**src/rtl/tile_ctrl_pkg.sv**
```systemverilog
// Shared types and helpers for the tile loop sequencer.
// Holds the controller state encoding and an index-width function that never returns zero.
package tile_ctrl_pkg;

    typedef enum logic [1:0] {
        IDLE = 2'd0,
        RUN  = 2'd1,
        DONE = 2'd2
    } state_e;

    // A trip count of 1 still needs a 1-bit index port, so the width never drops to 0.
    function automatic int clog2_min1(input int n);
        return (n <= 1) ? 1 : $clog2(n);
    endfunction

endpackage

```
**src/rtl/tile_idx_counter.sv**
```systemverilog
// Wrapping index counter: counts 0..MAX_COUNT, then wraps to 0 on the next increment.
// Updates one cycle after inc. A clear takes priority over a same-cycle increment.
module tile_idx_counter
    import tile_ctrl_pkg::*;
#(
    parameter int  MAX_COUNT = 7,
    localparam int W         = clog2_min1(MAX_COUNT + 1)
) (
    input  logic         clk,
    input  logic         rstn,
    input  logic         clr,
    input  logic         inc,
    output logic [W-1:0] out,
    output logic         at_max
);

    localparam logic [W-1:0] MAX_V = W'(MAX_COUNT);

    logic [W-1:0] cnt_q;
    logic [W-1:0] cnt_d;

    always_comb begin
        cnt_d = cnt_q;
        if (clr) begin
            cnt_d = '0;
        end else if (inc) begin
            cnt_d = (cnt_q == MAX_V) ? '0 : cnt_q + 1'b1;
        end
    end

    always_ff @(posedge clk) begin
        if (!rstn) begin
            cnt_q <= '0;
        end else begin
            cnt_q <= cnt_d;
        end
    end

    assign out    = cnt_q;
    assign at_max = (cnt_q == MAX_V);

endmodule

```
**src/rtl/tile_loop_ctrl.sv**
```systemverilog
// Two-level ROWS x COLS tile index sequencer with start/done/abort control.
// Presents (0,0) the cycle after start and one index per fire. Under idx_ready=0 it holds the index stable.
module tile_loop_ctrl
    import tile_ctrl_pkg::*;
#(
    parameter int  ROWS  = 4,
    parameter int  COLS  = 8,
    localparam int ROW_W = clog2_min1(ROWS),
    localparam int COL_W = clog2_min1(COLS)
) (
    input  logic             clk,
    input  logic             rstn,
    input  logic             start,
    input  logic             abort,
    output logic             idx_valid,
    input  logic             idx_ready,
    output logic [ROW_W-1:0] row,
    output logic [COL_W-1:0] col,
    output logic             row_last,
    output logic             last,
    output logic             busy,
    output logic             done
);

    state_e state_q;
    logic   valid_q;
    logic   busy_q;
    logic   done_q;

    logic   fire;
    logic   col_at_max;
    logic   row_at_max;
    logic   is_last;
    logic   cnt_clr;

    assign fire    = valid_q & idx_ready;
    assign is_last = row_at_max & col_at_max;
    // Counters sit at zero outside RUN. An abort discards a same-cycle fire, and the final fire rewinds for the next sweep.
    assign cnt_clr = ~valid_q | abort | (fire & is_last);

    tile_idx_counter #(
        .MAX_COUNT (COLS - 1)
    ) u_col_cnt (
        .clk    (clk),
        .rstn   (rstn),
        .clr    (cnt_clr),
        .inc    (fire),
        .out    (col),
        .at_max (col_at_max)
    );

    tile_idx_counter #(
        .MAX_COUNT (ROWS - 1)
    ) u_row_cnt (
        .clk    (clk),
        .rstn   (rstn),
        .clr    (cnt_clr),
        .inc    (fire & col_at_max),
        .out    (row),
        .at_max (row_at_max)
    );

    always_ff @(posedge clk) begin
        if (!rstn) begin
            state_q <= IDLE;
            valid_q <= 1'b0;
            busy_q  <= 1'b0;
            done_q  <= 1'b0;
        end else begin
            case (state_q)
                IDLE: begin
                    done_q <= 1'b0;
                    if (start) begin
                        state_q <= RUN;
                        valid_q <= 1'b1;
                        busy_q  <= 1'b1;
                    end
                end
                RUN: begin
                    if (abort) begin
                        state_q <= IDLE;
                        valid_q <= 1'b0;
                        busy_q  <= 1'b0;
                    end else if (fire && is_last) begin
                        state_q <= DONE;
                        valid_q <= 1'b0;
                        done_q  <= 1'b1;
                    end
                end
                DONE: begin
                    state_q <= IDLE;
                    busy_q  <= 1'b0;
                    done_q  <= 1'b0;
                end
                default: begin
                    state_q <= IDLE;
                    valid_q <= 1'b0;
                    busy_q  <= 1'b0;
                    done_q  <= 1'b0;
                end
            endcase
        end
    end

    assign idx_valid = valid_q;
    assign row_last  = valid_q & col_at_max;
    assign last      = valid_q & is_last;
    assign busy      = busy_q;
    assign done      = done_q;

endmodule

```
**config.mk**
```make
export PLATFORM = sky130hd
export DESIGN_NAME = tile_loop_ctrl
export DESIGN_NICKNAME = d
export VERILOG_FILES = /design/src/rtl/tile_ctrl_pkg.sv /design/src/rtl/tile_idx_counter.sv /design/src/rtl/tile_loop_ctrl.sv
export SDC_FILE = /design/constraint.sdc
export NUM_CORES = 1
export LEC_CHECK = 0
export CORE_AREA = 3 3 40 42
export CTS_BUF_LIST = sky130_fd_sc_hd__clkbuf_8
export CTS_CLUSTER_SIZE = 10
export DETAILED_ROUTE_END_ITERATION = 10
export DIE_AREA = 0 0 43 45
export PLACE_DENSITY_LB_ADDON = 0.3
export SETUP_SLACK_MARGIN = 0.1
export SYNTH_ARGS = -nofsm -noshare
export SYNTH_HDL_FRONTEND = slang
export SYNTH_SLANG_ARGS = --single-unit
```
**constraint.sdc**
```tcl
create_clock -name clk -period 2.1 [get_ports clk]
set_input_delay 0.42 -clock clk [delete_from_list [all_inputs] [get_ports clk]]
set_output_delay 0.42 -clock clk [all_outputs]
set_load 0.02 [all_outputs]
```
==> impl_metrics.json <==
{
  "placed_area_um2": 640.6,
  "finalInstanceArea_um2": 693.2,
  "grt_usage_pct": 11.62,
  "yosysTopAreaCell": "dfxtp_1",
  "synth_area_um2": 474.2,
  "critPathTopFamily": "adder cells",
  "cts_tree": "done",
  "dp_hpwl_um": 696.3,
  "syn_inst": 51,
  "path_buf_inv": 1,
  "grt_pass1_vias": 407,
  "postCtsResizedCells": 2,
  "critical_path_required_ns": 1.68,
  "yosys-top-cells-area": "dfxtp_1 (42%), ha_1 (7.9%), a21oi_1 (5.3%), nand2b_1 (5.3%), mux2i_1 (4.2%)",
  "core_mm2": 0.001285,
  "finalNonFillerCells": 85,
  "r2r_setup_slack_ns": 0.60,
  "slowest_stage": "dfxtp_1",
  "r2r_start": "u_col_cnt.out[0]$_SDFFE_PP0P_",
  "rsz0062_at_grt": "false",
  "ant_nets": 0,
  "min_path_cells": 1,
  "relSlewSlack_pct": 83.08,
  "antenna_found_initial": 0,
  "cts.clk_slew.worst_paths_ns": 0.05,
  "hp-start": "done$_SDFFE_PN0P_",
  "die_w_um": 43,
  "boundaryPins": 15,
  "yosys_warnings": 0,
  "netlist.area_leader.share_pct": 42.22,
  "clock_sinks": 10,
  "p_leak_uw": 0.0002988,
  "antenna_cells": 0,
  "setup_tns_ns": 0,
  "mostFrequentLayoutCell": "clkdlybuf4s50_1",
  "port_buffers": 14,
  "ys_seq_area_share_pct": 42.22,
  "reg2reg_depth": 6,
  "nNetsFinal": 79,
  "cts_root_buf": "clkbuf_8",
  "cp_common_cell": "ha_1",
  "die_h_um": 45,
  "crit_path_end_kind": "output port",
  "synth.distinct_cells": 23,
  "outcome": "finished clean",
  "initial_core_util_pct": 36.90,
  "cap_viol_max_count": 0,
  "synth-seq-cells": 10,
  "overflow": 0,
  "numCtsBuffers": 3,
  "vias_per_cell": 5.106,
  "grt_pass1_wl_um": 1628,
  "vdd_ir_drop_max_mv": 0.3560,
  "dp_cells": 81,
  "worst_r2r_endpoint": "idx_valid$_SDFFE_PN0P_",
  "post_cts_buffers": 0,
  "fmax_mhz": 535.6,
  "worstPathCellList": "ha_1 -> ha_1 -> and3_1 -> dlygate4sd2_1",
  "crit_type": "reg2out",
  "cp_slowest_stage_delay_ns": 0.33,
  "first_iter_violations": 4,
  "hold_buffers": 0,
  "whs_ns": 0.4742,
  "holdCritPathClass": "reg2reg",
  "path_max_fanout": 4,
  "startpoint_type": "register",
  "clock_path_buffers": 2,
  "clk_latency_ns": 0.23,
  "fin_worst_skew_ns": 0.004368,
  "finalCritPeriodShare_pct": 88.90,
  "wire_per_inst_um": 10.74,
  "period_needed_ns": 1.867,
  "num_rows": 13,
  "syn_to_final_growth_pct": 46.17,
  "worstSetupPathDepth": 4,
  "place.gp.congestion": 0.7800,
  "final_cell_mix": "clkdlybuf4s50_1 (12), dfxtp_1 (10), a21oi_1 (5)",
  "remaining_drc_errors": 0,
  "vias": 434,
  "drv_slew": 0,
  "drive_gt1_share_pct": 12.86,
  "worstMarginPinSlew_ns": 0.2502,
  "dr.pass1.iters": 4,
  "arrival_ns": 1.45,
  "finalHoldViolations": 0,
  "die-area_mm2": 0.001935,
  "htreeDepth": 1,
  "grt_start_max_net_pins": 8,
  "powerDensity_mw_per_mm2": 699.9,
  "synthesis.nets": 59,
  "holdPathEnd": "done$_SDFFE_PN0P_",
  "synth.avg_cell_area_um2": 9.298,
  "setup_violations": 0,
  "wl_um": 913
}
-- synth_stat cells (all sizes together) --
cell type   n
o21bai      1
mux2i       2
nand2       4
nand4b      2
ha          3
and2        1
or3         1
nand3b      2
dfxtp      10
nand3       3
a21oi       6
o21a        1
nor3        1
nand2b      4
nand4       1
inv         1
o21ba       1
and3        1
nor4b       1
buf         1
nor2        4
-- metal layers --
metal / routed length [um] / share of wire (%) / up-vias / GRT usage [%]
met5: 0 / 0 / - / 0
met4: 12 / 1.3 / 0 / 7.229
met3: 69 / 7.6 / 2 / 6.375
met2: 420 / 46 / 13 / 18.26
met1: 411 / 45 / 198 / 12.20
li1: - / - / 221 / -
-- power breakdown --
group	switching, uW	total, uW	internal, uW
Sequential	6.26	202	196
Combinational	20.1	44.1	24.0
Clock	74.6	239	165
Total	101	485	384
-- worst register-to-register path: stages, from the launching register on --
cell	delay [ns]
dfxtp_1	0.36
ha_1	0.16
ha_1	0.18
buf_4	0.15
nand4_1	0.19
nor4b_1	0.20
o21a_1	0.16
-- flip-flops by register name, indices dropped and copies added, names as in the netlist --
name / flops
u_col_cnt.out: 3
busy: 1
u_row_cnt.out: 2
state_q: 2
idx_valid: 1
done: 1
-- worst max-delay path by stage --
stage | start | slack, ns | endpoint
final | u_col_cnt.out[0]$_SDFFE_PP0P_ | 0.23 | last
after global routing | u_col_cnt.out[0]$_SDFFE_PP0P_ | 0.18 | last
after CTS | u_col_cnt.out[0]$_SDFFE_PP0P_ | 0.21 | last
after detailed placement | u_col_cnt.out[0]$_SDFFE_PP0P_ | 0.24 | last
after global placement | u_col_cnt.out[0]$_SDFFE_PP0P_ | 0.24 | last
after floorplan | u_col_cnt.out[0]$_SDFFE_PP0P_ | 0.52 | last
-- area by class of cell --
| type | instances | area, um2 |
|---|---|---|
| Clock buffer | 4 | 55.05 |
| Timing Repair Buffer | 16 | 152.6 |
| Multi-Input combinational cell | 39 | 262.8 |
| Inverter | 1 | 3.754 |
| Sequential cell | 10 | 200.2 |
| Tap cell | 15 | 18.77 |
| Fill cell | 133 | 591.8 |
-- through the flow --
step	utilization (%)	setup WS (ns)	total power, uW
after global routing	53.94	0.1776	509.7
after CTS	53.94	0.2149	493.3
after detailed placement	49.85	0.2361	250.1
after floorplan	-	0.5176	228.1
after global placement	49.85	0.2409	250.1
final	53.94	0.2331	485.2
-- cells by family after synthesis --
family                     share of synthesized area (%)
AOI/OAI and AO/OA                                  12.40
adders and majority gates                          7.916
buffers and inverters                              2.375
DFF                                                42.22
muxes                                              4.222
and+or+nand+nor                                    30.87
Note: power is estimated with default switching activity, not from simulation.
